File: config.mk
export PLATFORM = sky130hd
export DESIGN_NAME = sasc_rx
export DESIGN_NICKNAME = d
export VERILOG_FILES = /design/src/rtl/sasc_pkg.sv /design/src/rtl/sasc_rx_fifo.sv /design/src/rtl/sasc_rx.sv
export SDC_FILE = /design/constraint.sdc
export NUM_CORES = 1
export LEC_CHECK = 0
export ABC_CLOCK_PERIOD_IN_PS = 3000
export CAP_MARGIN = 20
export CORE_AREA = 2 2 81 83
export CTS_BUF_LIST = sky130_fd_sc_hd__clkbuf_8
export DETAILED_ROUTE_END_ITERATION = 12
export DIE_AREA = 0 0 83 85
export PLACE_DENSITY = 0.66
export SLEW_MARGIN = 15
export SYNTH_ARGS = -nofsm -noshare
export SYNTH_HDL_FRONTEND = slang
export SYNTH_SLANG_ARGS = --single-unit
File: constraint.sdc
create_clock -name clk -period 3 [get_ports clk]
set_clock_uncertainty 0.05 [all_clocks]
set_input_delay 0.3 -clock clk [delete_from_list [all_inputs] [get_ports clk]]
set_output_delay 0.3 -clock clk [all_outputs]
set_load 0.02 [all_outputs]
File: src/rtl/sasc_pkg.sv
// ---------------------------------------------------------------------------
// sasc_pkg
//  Shared definitions for the sasc serial receiver.
//  - rx_state_e   : receiver FSM states (IDLE / START / DATA / STOP)
//  - SAMPLE_PHASE : tick phase within a bit at which rxd is sampled (mid-bit)
//  - LAST_PHASE   : tick phase at which the FSM advances to the next bit
// ---------------------------------------------------------------------------
package sasc_pkg;

    typedef enum logic [1:0] {
        ST_IDLE  = 2'd0,
        ST_START = 2'd1,
        ST_DATA  = 2'd2,
        ST_STOP  = 2'd3
    } rx_state_e;

    localparam logic [1:0] SAMPLE_PHASE = 2'd2;
    localparam logic [1:0] LAST_PHASE   = 2'd3;

endpackage

File: src/rtl/sasc_rx_fifo.sv
// ---------------------------------------------------------------------------
// sasc_rx_fifo
//  First-word-fall-through receive FIFO, DATA_BITS wide, 2**FIFO_AW deep.
//  Pointers carry one extra wrap bit so full/empty come from an MSB compare.
//  Ports:
//   clk, rst   : clock, synchronous active-high reset (flushes and zeroes)
//   push       : write push_data this cycle (dropped when full without pop)
//   push_data  : character to write
//   pop        : consume the head entry (ignored when empty)
//   rd_data    : head entry, mem[rd_ptr]
//   full/empty : occupancy flags
// ---------------------------------------------------------------------------
module sasc_rx_fifo #(
    parameter int DATA_BITS = 8,
    parameter int FIFO_AW   = 2
) (
    input  logic                 clk,
    input  logic                 rst,
    input  logic                 push,
    input  logic [DATA_BITS-1:0] push_data,
    input  logic                 pop,
    output logic [DATA_BITS-1:0] rd_data,
    output logic                 full,
    output logic                 empty
);

    localparam int DEPTH = 2 ** FIFO_AW;

    logic [DATA_BITS-1:0] mem_q [DEPTH];
    logic [DATA_BITS-1:0] mem_d [DEPTH];
    logic [FIFO_AW:0]     wr_ptr_q, wr_ptr_d;
    logic [FIFO_AW:0]     rd_ptr_q, rd_ptr_d;
    logic                 do_push, do_pop;

    assign empty   = (wr_ptr_q == rd_ptr_q);
    assign full    = (wr_ptr_q[FIFO_AW] != rd_ptr_q[FIFO_AW]) &&
                     (wr_ptr_q[FIFO_AW-1:0] == rd_ptr_q[FIFO_AW-1:0]);
    assign rd_data = mem_q[rd_ptr_q[FIFO_AW-1:0]];

    // A push into a full FIFO is only accepted when the head leaves in the
    // same cycle; the write then lands in the slot being vacated.
    assign do_pop  = pop & ~empty;
    assign do_push = push & (~full | do_pop);

    always_comb begin
        mem_d    = mem_q;
        wr_ptr_d = wr_ptr_q;
        rd_ptr_d = rd_ptr_q;
        if (do_push) begin
            mem_d[wr_ptr_q[FIFO_AW-1:0]] = push_data;
            wr_ptr_d = wr_ptr_q + {{FIFO_AW{1'b0}}, 1'b1};
        end
        if (do_pop) begin
            rd_ptr_d = rd_ptr_q + {{FIFO_AW{1'b0}}, 1'b1};
        end
    end

    always_ff @(posedge clk) begin
        if (rst) begin
            wr_ptr_q <= '0;
            rd_ptr_q <= '0;
            for (int i = 0; i < DEPTH; i++) begin
                mem_q[i] <= '0;
            end
        end else begin
            wr_ptr_q <= wr_ptr_d;
            rd_ptr_q <= rd_ptr_d;
            mem_q    <= mem_d;
        end
    end

endmodule

File: src/rtl/sasc_rx.sv
// ---------------------------------------------------------------------------
// sasc_rx
//  Serial receiver: oversamples rxd at 4x baud (sio_ce_x4), deframes 8N1
//  characters LSB-first and buffers them in a small FWFT FIFO.
//  Ports:
//   clk, rst     : clock, synchronous active-high reset
//   sio_ce_x4    : one-cycle enable at 4x baud; all bit timing advances on it
//   rxd          : asynchronous serial line, idle high
//   rx_data      : FIFO head, meaningful while rx_valid = 1
//   rx_valid     : FIFO not empty
//   rx_ready     : consumer accepts; pop on rx_valid & rx_ready
//   framing_err  : one-cycle pulse, stop bit sampled low
//   overrun      : one-cycle pulse, good character dropped on a full FIFO
//   rx_busy      : receiver FSM is not idle
// ---------------------------------------------------------------------------
module sasc_rx
    import sasc_pkg::*;
#(
    parameter int DATA_BITS = 8,
    parameter int FIFO_AW   = 2
) (
    input  logic                 clk,
    input  logic                 rst,
    input  logic                 sio_ce_x4,
    input  logic                 rxd,
    output logic [DATA_BITS-1:0] rx_data,
    output logic                 rx_valid,
    input  logic                 rx_ready,
    output logic                 framing_err,
    output logic                 overrun,
    output logic                 rx_busy
);

    localparam int CNT_W = $clog2(DATA_BITS);
    localparam logic [CNT_W-1:0] LAST_BIT = CNT_W'(DATA_BITS - 1);

    rx_state_e            state_q, state_d;
    logic                 rxd_meta_q, rxd_meta_d;
    logic                 rxd_s_q, rxd_s_d;
    logic [1:0]           sync_fill_q, sync_fill_d;
    logic                 armed_q, armed_d;
    logic [1:0]           phase_q, phase_d;
    logic [CNT_W-1:0]     bit_cnt_q, bit_cnt_d;
    logic [DATA_BITS-1:0] shift_q, shift_d;
    logic                 framing_err_q, framing_err_d;
    logic                 overrun_q, overrun_d;

    logic push, pop, fifo_full, fifo_empty;

    assign rx_valid    = ~fifo_empty;
    assign pop         = rx_valid & rx_ready;
    assign rx_busy     = (state_q != ST_IDLE);
    assign framing_err = framing_err_q;
    assign overrun     = overrun_q;

    // Next-state logic. The synchronizer runs every clock; the FSM, phase and
    // bit counters move only on sio_ce_x4 ticks. sync_fill marks when both
    // synchronizer stages hold real line samples rather than reset values, so
    // a line held low through reset never arms the start detector.
    always_comb begin
        state_d       = state_q;
        rxd_meta_d    = rxd;
        rxd_s_d       = rxd_meta_q;
        sync_fill_d   = {sync_fill_q[0], 1'b1};
        armed_d       = armed_q;
        phase_d       = phase_q;
        bit_cnt_d     = bit_cnt_q;
        shift_d       = shift_q;
        framing_err_d = 1'b0;
        push          = 1'b0;

        if ((state_q == ST_IDLE) && rxd_s_q && sync_fill_q[1]) begin
            armed_d = 1'b1;
        end

        if (sio_ce_x4) begin
            case (state_q)
                ST_IDLE: begin
                    if (armed_q && !rxd_s_q) begin
                        state_d = ST_START;
                        phase_d = 2'd1;
                    end
                end
                ST_START: begin
                    phase_d = phase_q + 2'd1;
                    if ((phase_q == SAMPLE_PHASE) && rxd_s_q) begin
                        state_d = ST_IDLE;
                    end else if (phase_q == LAST_PHASE) begin
                        state_d   = ST_DATA;
                        bit_cnt_d = '0;
                    end
                end
                ST_DATA: begin
                    phase_d = phase_q + 2'd1;
                    if (phase_q == SAMPLE_PHASE) begin
                        shift_d = {rxd_s_q, shift_q[DATA_BITS-1:1]};
                    end
                    if (phase_q == LAST_PHASE) begin
                        if (bit_cnt_q == LAST_BIT) begin
                            state_d = ST_STOP;
                        end else begin
                            bit_cnt_d = bit_cnt_q + CNT_W'(1);
                        end
                    end
                end
                ST_STOP: begin
                    phase_d = phase_q + 2'd1;
                    // Leave at the stop mid-bit so the next start edge is
                    // caught as early as possible.
                    if (phase_q == SAMPLE_PHASE) begin
                        state_d = ST_IDLE;
                        if (rxd_s_q) begin
                            push = 1'b1;
                        end else begin
                            framing_err_d = 1'b1;
                            armed_d       = 1'b0;
                        end
                    end
                end
                default: state_d = ST_IDLE;
            endcase
        end

        overrun_d = push & fifo_full & ~pop;
    end

    always_ff @(posedge clk) begin
        if (rst) begin
            state_q       <= ST_IDLE;
            rxd_meta_q    <= 1'b1;
            rxd_s_q       <= 1'b1;
            sync_fill_q   <= 2'b00;
            armed_q       <= 1'b0;
            phase_q       <= 2'd0;
            bit_cnt_q     <= '0;
            shift_q       <= '0;
            framing_err_q <= 1'b0;
            overrun_q     <= 1'b0;
        end else begin
            state_q       <= state_d;
            rxd_meta_q    <= rxd_meta_d;
            rxd_s_q       <= rxd_s_d;
            sync_fill_q   <= sync_fill_d;
            armed_q       <= armed_d;
            phase_q       <= phase_d;
            bit_cnt_q     <= bit_cnt_d;
            shift_q       <= shift_d;
            framing_err_q <= framing_err_d;
            overrun_q     <= overrun_d;
        end
    end

    sasc_rx_fifo #(
        .DATA_BITS(DATA_BITS),
        .FIFO_AW  (FIFO_AW)
    ) u_fifo (
        .clk      (clk),
        .rst      (rst),
        .push     (push),
        .push_data(shift_q),
        .pop      (pop),
        .rd_data  (rx_data),
        .full     (fifo_full),
        .empty    (fifo_empty)
    );

endmodule

-- Word level (Yosys, flattened, before mapping)
Index checks and enable logic that the tools add are counted.
- add/sub/neg operators: 4
- magnitude comparators: 3
- eq/ne operators: 17
- multiplexer cells: 30
- bitwise gates (word level): 14
- reduce and logical (&&, ||, !) cells: 16
- operators by type and width (kind ; number):
    $bwmux W32 ; 1
    $mux W8 ; 3
    $bmux W8 S2 ; 1
    $demux W8 S2 ; 1
    $mux W2 ; 6
    $mux W3 ; 4
    $ne A2 B2 Y1 const B ; 6
    $reduce_and A6 Y1 ; 2
    $mux W1 ; 11
    $add A3 B1 Y3 const B ; 3
    $eq A2 B2 Y1 const B ; 4
    $pmux W2 S4 ; 1
    $ge A3 B3 Y1 const B ; 2
    $logic_and A1 B1 Y1 ; 6
    $not A1 Y1 ; 6
    $not A2 Y3 ; 2
    $pmux W3 S2 ; 1
    $and A1 B1 Y1 ; 5
    $pmux W2 S2 ; 1
    $reduce_bool A2 Y1 ; 2
    $reduce_or A4 Y1 ; 1
    $eq A3 B3 Y1 ; 1
    $eq A3 B3 Y1 const B ; 1
    $lt A3 B1 Y1 const B ; 1
    12 further kinds ; 12
- register bits after elaboration: 60
- bits of input ports: 5
- output and inout port bits: 12
- word-level logic and storage cells: 101

-- Longest topological paths before layout
Gate-level depths: netlist (run 1).
- word-level depth: 8
- depth in mapped cells: 7
- gate-level depth less buffers: 6

-- Hierarchy
Synthesis (run 1) repeated with hierarchy kept, for this count alone.
- cell total of the unflattened synthesis: 273
- area total of the unflattened synthesis: 2847.7 µm²
- by module, submodules not included (module ; times used ; cells an instance ; area an instance (µm²) ; sequential area each (µm²)):
    sasc_rx_fifo ; 1 ; 161 ; 1893.1 ; 760.7
    sasc_rx ; 1 ; 112 ; 954.7 ; 440.4

-- Worst setup path before layout (run 1)
OpenSTA, ideal clock, no wires.
- path type: register -> register
- start point: register u_fifo.rd_ptr_q[0]
- end point: register u_fifo.wr_ptr_q[2]
- library setup time: 123 ps
- data arrival time: 1758 ps
- data required time: 2827 ps
- path slack: 1069 ps
- cell stages (with the launch flop): 8
- path buffers: 3
- clock period less this slack: 1931 ps
- path through: dfxtp_1 buf_6 xor2_2 or4_4 buf_6 nand4_2 buf_6 mux2_1
- longest elaborated chain between the ends: 6
- elaborated cells on any way between the ends: 9
- those cells by class: 2 x eq/ne; 6 x bitwise; 1 x reduce/logical
- RTL lines (what ; line ; RTL):
    from (decl) ; sasc_rx_fifo.sv:32 ; logic [FIFO_AW:0] rd_ptr_q, rd_ptr_d;
    from (signal assigned) ; sasc_rx_fifo.sv:67 ; rd_ptr_q <= rd_ptr_d;
    $eq A3 B3 Y1 ; sasc_rx_fifo.sv:35 ; assign empty = (wr_ptr_q == rd_ptr_q);
    $not A1 Y1 ; sasc_rx_fifo.sv:42, sasc_rx.sv:50 ;
    $and A1 B1 Y1 ; sasc_rx.sv:51 ; assign pop = rx_valid & rx_ready;
    $and A1 B1 Y1 ; sasc_rx_fifo.sv:42 ; assign do_pop = pop & ~empty;
    $or A1 B1 Y1 * ; sasc_rx_fifo.sv:43 ; assign do_push = push & (~full | do_pop);
    $and A1 B1 Y1 * ; sasc_rx_fifo.sv:43 ;
    to (signal assigned) ; sasc_rx_fifo.sv:66 ; wr_ptr_q <= wr_ptr_d;
    to (decl) ; sasc_rx_fifo.sv:31 ; logic [FIFO_AW:0] wr_ptr_q, wr_ptr_d;
Mark *: on every way between the ends. The rest lies on a longest branch, timed or not.
A chain may end at the register's enable or synchronous reset.

-- Worst setup path after layout (run 1)
- start point: register u_fifo.rd_ptr_q[0]
- end point: output rx_data[7]
- longest elaborated chain between the ends: 4
- RTL lines (what ; line ; RTL):
    $not A2 Y3 (not written as such) ; sasc_rx_fifo.sv:38 ; assign rd_data = mem_q[rd_ptr_q[FIFO_AW-1:0]];
    $bmux W8 S2 ; sasc_rx_fifo.sv:38 ;
    $mux W8 (not written as such) (2 in series) ; sasc_rx_fifo.sv:38 ;
    to (decl) ; sasc_rx.sv:26 ; output logic [DATA_BITS-1:0] rx_data,
No other way between the ends. The select of a mux whose other input is x is not followed.

==> results of run 1 <==
cell usage in the layout (no fill, tap or decap), types with 2 or more instances in the layout:
master and count:
or2_2 3, clkdlybuf4s50_1 16, nand4_2 4, o21ai_0 6, or3_1 3, mux4_2 7
mux2i_1 35, xor2_1 4, buf_4 4, nand2_1 64, nor2b_1 5, clkinvlp_4 3
dfxtp_1 60, clkbuf_8 10, nand3_1 2, ha_1 9, and3_1 2, a21oi_1 12
nor2_1 10, inv_1 9, a211oi_1 2
power groups by stage:
stage	clock network [W]	registers, W	logic (W)
2_1_floorplan	0	0.000821	0.0000269
3_3_place_gp	0	0.000823	0.0000378
4_1_cts	0.000749	0.000805	0.0000382
6_report	0.000733	0.000805	0.0000378
5_1_grt	0.000789	0.000805	0.0000425
3_5_place_dp	0	0.000823	0.0000380
sequential cells by signal, indices dropped and copies added, names as in the netlist, named ones only:
| register | count |
|---|---|
| u_fifo.mem_q | 32 |
| shift_q | 8 |
| bit_cnt_q | 3 |
| u_fifo.rd_ptr_q | 3 |
| u_fifo.wr_ptr_q | 3 |
| phase_q | 2 |
| sync_fill_q | 2 |
| armed_q | 1 |
| framing_err | 1 |
| overrun | 1 |
| rxd_meta_q | 1 |
| rxd_s_q | 1 |
| state_q | 1 |
path summary, 6_finish.rpt:
kind	from	endpoint	slack, ps	cells after the start
worst min register to register	rxd_meta_q	rxd_s_q	360	1
worst max-delay path	u_fifo.rd_ptr_q[0]	rx_data[7]	390	3
worst max register to register	phase_q[0]	u_fifo.wr_ptr_q[2]	800	6
worst min-delay path	rxd_meta_q	rxd_s_q	360	1
kinds of logic (layout without fill, tap and decap cells):
kind of cell / Yosys count / count (layout) / share of synthesized area
AND/OR/NAND/NOR: 100 / 100 / 0.176
flip-flops: 60 / 60 / 0.444
multiplexers: 46 / 46 / 0.211
AO/OA/AOI/OAI: 27 / 27 / 0.0592
buffers and inverters: 25 / 45 / 0.0453
adder cells (fa/ha/maj): 9 / 9 / 0.0416
XOR/XNOR: 6 / 6 / 0.0222
metrics by stage:
stage | util | total power (W) | hold WS [ps]
floorplan | - | 0.000848 | 339
global placement | 0.468 | 0.000861 | 342
detailed placement | 0.468 | 0.000861 | 347
CTS | 0.501 | 0.00159 | 364
global route | 0.501 | 0.00164 | 399
finish | 0.501 | 0.00158 | 360
final cells by class:
type | count | area, µm² | share of cell area
clock buffer | 10 | 138 | 0.0443
clock inverter | 6 | 65.1 | 0.0210
inverter | 9 | 33.8 | 0.0109
multi-input combinational | 188 | 1380 | 0.445
sequential | 60 | 1200 | 0.387
tap | 77 | 96.3 | 0.0310
timing repair buffer | 20 | 190 | 0.0612
routing by layer:
layer  wire (µm)  part of all wire  vias up
met2        2260              0.44       36
li1            -                 -      967
met1        2560              0.50      901
met3         170             0.033       13
met5           0                 0        -
met4         138             0.027        0
==> results.md, run 1 <==
* Synth cell count leaders: nand2_1, dfxtp_1, mux2i_1, a21oi_1, nor2_1
* Synthesis-stage register bit count at 60
* Initial antenna violation count at 0
* DR vias at 1917
* Slowest cell delay on critical path at ~600 ps
* P per Cell Area at 508 mW/mm²
* Relative slew slack at 0.673
* Die area at 0.00706 mm²
* Min Clock Period, post-route at 2610 ps
* Area Overhead vs Synth at 14.8%
* Core area at 0.00620 mm²
* Pre-CTS setup slack at 573 ps
* Worst Slack Setup Final at slightly below 400 ps
* CTS resizes at 0
* Vias in the first global route at 1849
* Psw at roughly 0.00036 W
* Rows at 29
* Vias/cell at between 5 and 6
* Syn Area/Cell at 9.91 µm²
* Met3 global-route usage at 0.0409
* Post-route ant nets at 0
* Max-Cap Viols at 0
* Clock buffer depth at 2
* Number of synthesized flops with an enable pin at 0
* I/O pin cnt at 17
* HP Class: reg2reg
* Worst Tran Pin Value at 486 ps
* Worst Setup Start Kind: flop
* Area of the mapped netlist at 0.00271 mm²
* Dpl cells at between 300 and 400
* Ys flop type: dfxtp_1
* Combinational share of power at 0.024
* Top-area cell type share of the netlist area at 0.444
* Worst skew pair latency at 340 ps
* Post-route DRC at 0
* CTS Root Cell: clkbuf_8
* CP top delay family: buffers and inverters
* Final HPWL DP at 3430 µm
* Critical path's slowest cell: dfxtp_1
* Setup bufs post-CTS at 0
* Synth warn at 0
* Cell Chain, Critical Path: buf_4 > mux4_2 > clkdlybuf4s50_1
* Static leakage power at around 1.3 nW
* Die Ht at 85 µm
* Critical Path RT at about 2700 ps
* Fmax at 0.383 GHz
* Sequential area share after synthesis at 0.444
* First-pass DRT Iterations at 4
* CP endpoint kind: output port
* Distinct cells, synth at between 40 and 50
* Post-DR wirelength/cell at 13.9 µm
* GR met2 Demand/Resource at 0.238
* Internal power at 0.00122 W
* Arrival time at the worst endpoint at 2260 ps
* Finished layout cell area at a little over 0.003 mm²
* Max VDD drop at 0.306 mV
* CTS tree: done
* Status: finished, final reports clean
* Count of final hold-check violations at 0
* Number of I/O port buffers at 16
* M1 GR Usage at 0.215
* Layout fillers at 575
* Largest net degree at the start of global routing at 44
* Total GRT Usage at 0.161
* Chip Width at 83 µm
* CP max FO at 7
* Final setup fails at 0
* GRT busiest layer: met2
* Most frequent cell after synthesis: nand2_1
* Starting DRT DRC Count at 109
* First-pass GRT wire length at 8940 µm
* Ant diodes at 0
* WL final at 5130 µm
* Clock Power Share at 0.465
* Initial Utilization at 0.436
* RSZ-0062 raised after global routing: no
* Setup TNS at 0 ps
* Sequential Power Share at 0.511
* Hold_buf cts at 0
* Switching part of the total at 0.226
* Clock-pin slew on the worst setup and hold paths at roughly 70 ps
* Instance count of the mapped netlist at ~270
* Worst Path Buf+Inv at 2
* Crit Path Class: reg2out
* Area after DPL at between 0.002 and 0.003 mm²
* Post-synth top area cell: dfxtp_1
* CTS Buf Count at 9
* Largest cells by area after synthesis: dfxtp_1, mux2i_1, nand2_1
* Share of layout cells above drive strength 1 at 0.133
* Max-slew violations at 0
* Global route total overflow at 0
* Layout Cells excl Fill at 370
* H-tree depth at 3
* Synthesized Nets at roughly 290
* Clock Sinks at 60
* Placer Congestion at around 0.75
* Synth async-reset ratio at 0
* Layout Nets at approximately 300
* Tcrit/Tclk final at 0.871
Note: power is estimated with default switching activity, not from simulation.
==> run 2: changes to the inputs <==
--- a/config.mk
+++ b/config.mk
@@ -7,10 +7,10 @@
 export LEC_CHECK = 0
 export ABC_CLOCK_PERIOD_IN_PS = 3000
 export CAP_MARGIN = 20
-export CORE_AREA = 2 2 81 83
+export CORE_AREA = 2 2 62 108
 export CTS_BUF_LIST = sky130_fd_sc_hd__clkbuf_8
 export DETAILED_ROUTE_END_ITERATION = 12
-export DIE_AREA = 0 0 83 85
+export DIE_AREA = 0 0 64 110
 export PLACE_DENSITY = 0.66
 export SLEW_MARGIN = 15
 export SYNTH_ARGS = -nofsm -noshare
==> results.md, run 2 (synthesis gave the netlist of run 1 again) <==
* CTS tree: done (unchanged)
* Total GRT Usage at 0.157 (was 0.161)
* Global route total overflow at 0 (unchanged)
* P per Cell Area at 500 mW/mm² (was 508 mW/mm²)
* Worst Tran Pin Value at 492 ps (was 486 ps)
* Area after DPL at 0.00291 mm² (was 0.00290 mm²)
* Final HPWL DP at 3410 µm (was 3430 µm)
* Critical Path RT at 2650 ps (about the same)
* Finished layout cell area at 0.00311 mm² (about the same)
* Share of layout cells above drive strength 1 at 0.139 (was 0.133)
* Relative slew slack at 0.671 (was 0.673)
* Layout Cells excl Fill at 374 (was 370)
* Vias/cell at 5.08 (was 5.18)
* Count of final hold-check violations at 0 (unchanged)
* I/O pin cnt at 17 (unchanged)
* Min Clock Period, post-route at 2480 ps (was 2610 ps)
* Number of I/O port buffers at 16 (unchanged)
* CP endpoint kind: output port (unchanged)
* HP Class: reg2reg (unchanged)
* Vias in the first global route at 1829 (was 1849)
* Biggest regs: u_fifo.mem_q (32), shift_q (8) (unchanged)
* Tcrit/Tclk final at 0.827 (was 0.871)
* Layout fillers at 565 (was 575)
* Reg with most FFs: u_fifo.mem_q (unchanged)
* Clock Sinks at 60 (unchanged)
* Fmax at 0.403 GHz (was 0.383 GHz)
* Die Ht at 110 µm (was 85 µm)
* Post-DR wirelength/cell at 13.1 µm (was 13.9 µm)
* Most frequent cells in the layout: nand2_1, dfxtp_1, mux2i_1 (unchanged)
* Setup bufs post-CTS at 0 (unchanged)
* CTS Root Cell: clkbuf_8 (unchanged)
* Initial antenna violation count at 0 (unchanged)
* DR vias at 1899 (was 1917)
* Setup TNS at 0 ps (unchanged)
* Area occupied by multi-input gates at 0.00138 mm² (unchanged)
* Largest net degree at the start of global routing at 44 (unchanged)
* CTS resizes at 0 (unchanged)
* Ant diodes at 0 (unchanged)
* Hold_buf cts at 0 (unchanged)
* Most common cell after layout, fill and taps aside: nand2_1 (unchanged)
* Post-route DRC at 0 (unchanged)
* Chip Width at 64 µm (was 83 µm)
* CTS Buf Count at 9 (unchanged)
* Worst skew pair latency at 330 ps (was 340 ps)
* Arrival time at the worst endpoint at 2130 ps (was 2260 ps)
* CP max FO at 8 (was 7)
* Initial Utilization at 0.441 (was 0.436)
* Register Area at 0.00120 mm² (unchanged)
* Crit Path Class: reg2out (unchanged)
* First-pass GRT wire length at 8350 µm (was 8940 µm)
* Rows at 38 (was 29)
* Post-route ant nets at 0 (unchanged)
* Layout Nets at 303 (was 302)
* Max reg flops at 32 (unchanged)
* Placer Congestion at 0.778 (was 0.754)
* Core area at 0.00613 mm² (was 0.00620 mm²)
* RSZ-0062 raised after global routing: no (unchanged)
* Dpl cells at 358 (was 354)
* Max-Cap Viols at 0 (unchanged)
* Clock buffer depth at 2 (unchanged)
* Max-slew violations at 0 (unchanged)
* Starting DRT DRC Count at 61 (was 109)
* Clock-pin slew on the worst setup and hold paths at 70 ps (about the same)
* Static leakage power at 1.35 nW (was 1.34 nW)
* WL final at 4890 µm (was 5130 µm)
* Area Overhead vs Synth at 15.1% (was 14.8%)
* First-pass DRT Iterations at 4 (unchanged)
* Utilization after layout at 0.508 (was 0.501)
* Die area at 0.00704 mm² (was 0.00706 mm²)
* Status: finished, final reports clean (unchanged)
* Worst Setup Start Kind: flop (unchanged)
* Max VDD drop at 0.357 mV (was 0.306 mV)
* H-tree depth at 3 (unchanged)
* Final setup fails at 0 (unchanged)
* Worst hold slack at 373 ps (was 360 ps)
run 2: final timing paths:
check / start / endpoint / slack, ps / depth (start not counted)
max: u_fifo.rd_ptr_q[0] / rx_data[2] / 520 / 3
min: rxd_meta_q / rxd_s_q / 370 / 1
max reg2reg: phase_q[0] / u_fifo.wr_ptr_q[2] / 800 / 6
min reg2reg: rxd_meta_q / rxd_s_q / 370 / 1
run 2: metal layers:
metal  vias up  routed length [µm]  track usage
li1        975                   -            -
met1       882                2020        0.166
met2        29                2580        0.281
met3        13                 144       0.0335
met4         0                 144       0.0963
met5         -                   0            0
run 2: area by class of cell:
| cell class | count | area share |
|---|---|---|
| Tap cell | 80 | 0.0322 |
| Sequential cell | 60 | 0.386 |
| Inverter | 9 | 0.0109 |
| Clock inverter | 7 | 0.0241 |
| Clock buffer | 9 | 0.0398 |
| Timing Repair Buffer | 21 | 0.0635 |
| Multi-Input combinational cell | 188 | 0.444 |
run 2: through the flow:
step | total power (W) | setup slack [ps]
after floorplan | 0.000848 | 1070
after global placement | 0.000862 | 675
after detailed placement | 0.000863 | 628
after CTS | 0.00158 | 478
after global routing | 0.00161 | 396
final | 0.00156 | 520
run 2: critical path: stages (launching register included):
cell	delay (ps)
dfxtp_1	440
buf_4	240
mux4_1	560
clkdlybuf4s50_1	550
run 2: power breakdown:
| group | total [W] | internal [W] | switching [W] |
|---|---|---|---|
| Clock | 0.000712 | 0.000387 | 0.000325 |
| Combinational | 0.0000385 | 0.0000149 | 0.0000236 |
| Sequential | 0.000805 | 0.000801 | 0.00000396 |
| Total | 0.00156 | 0.00120 | 0.000353 |
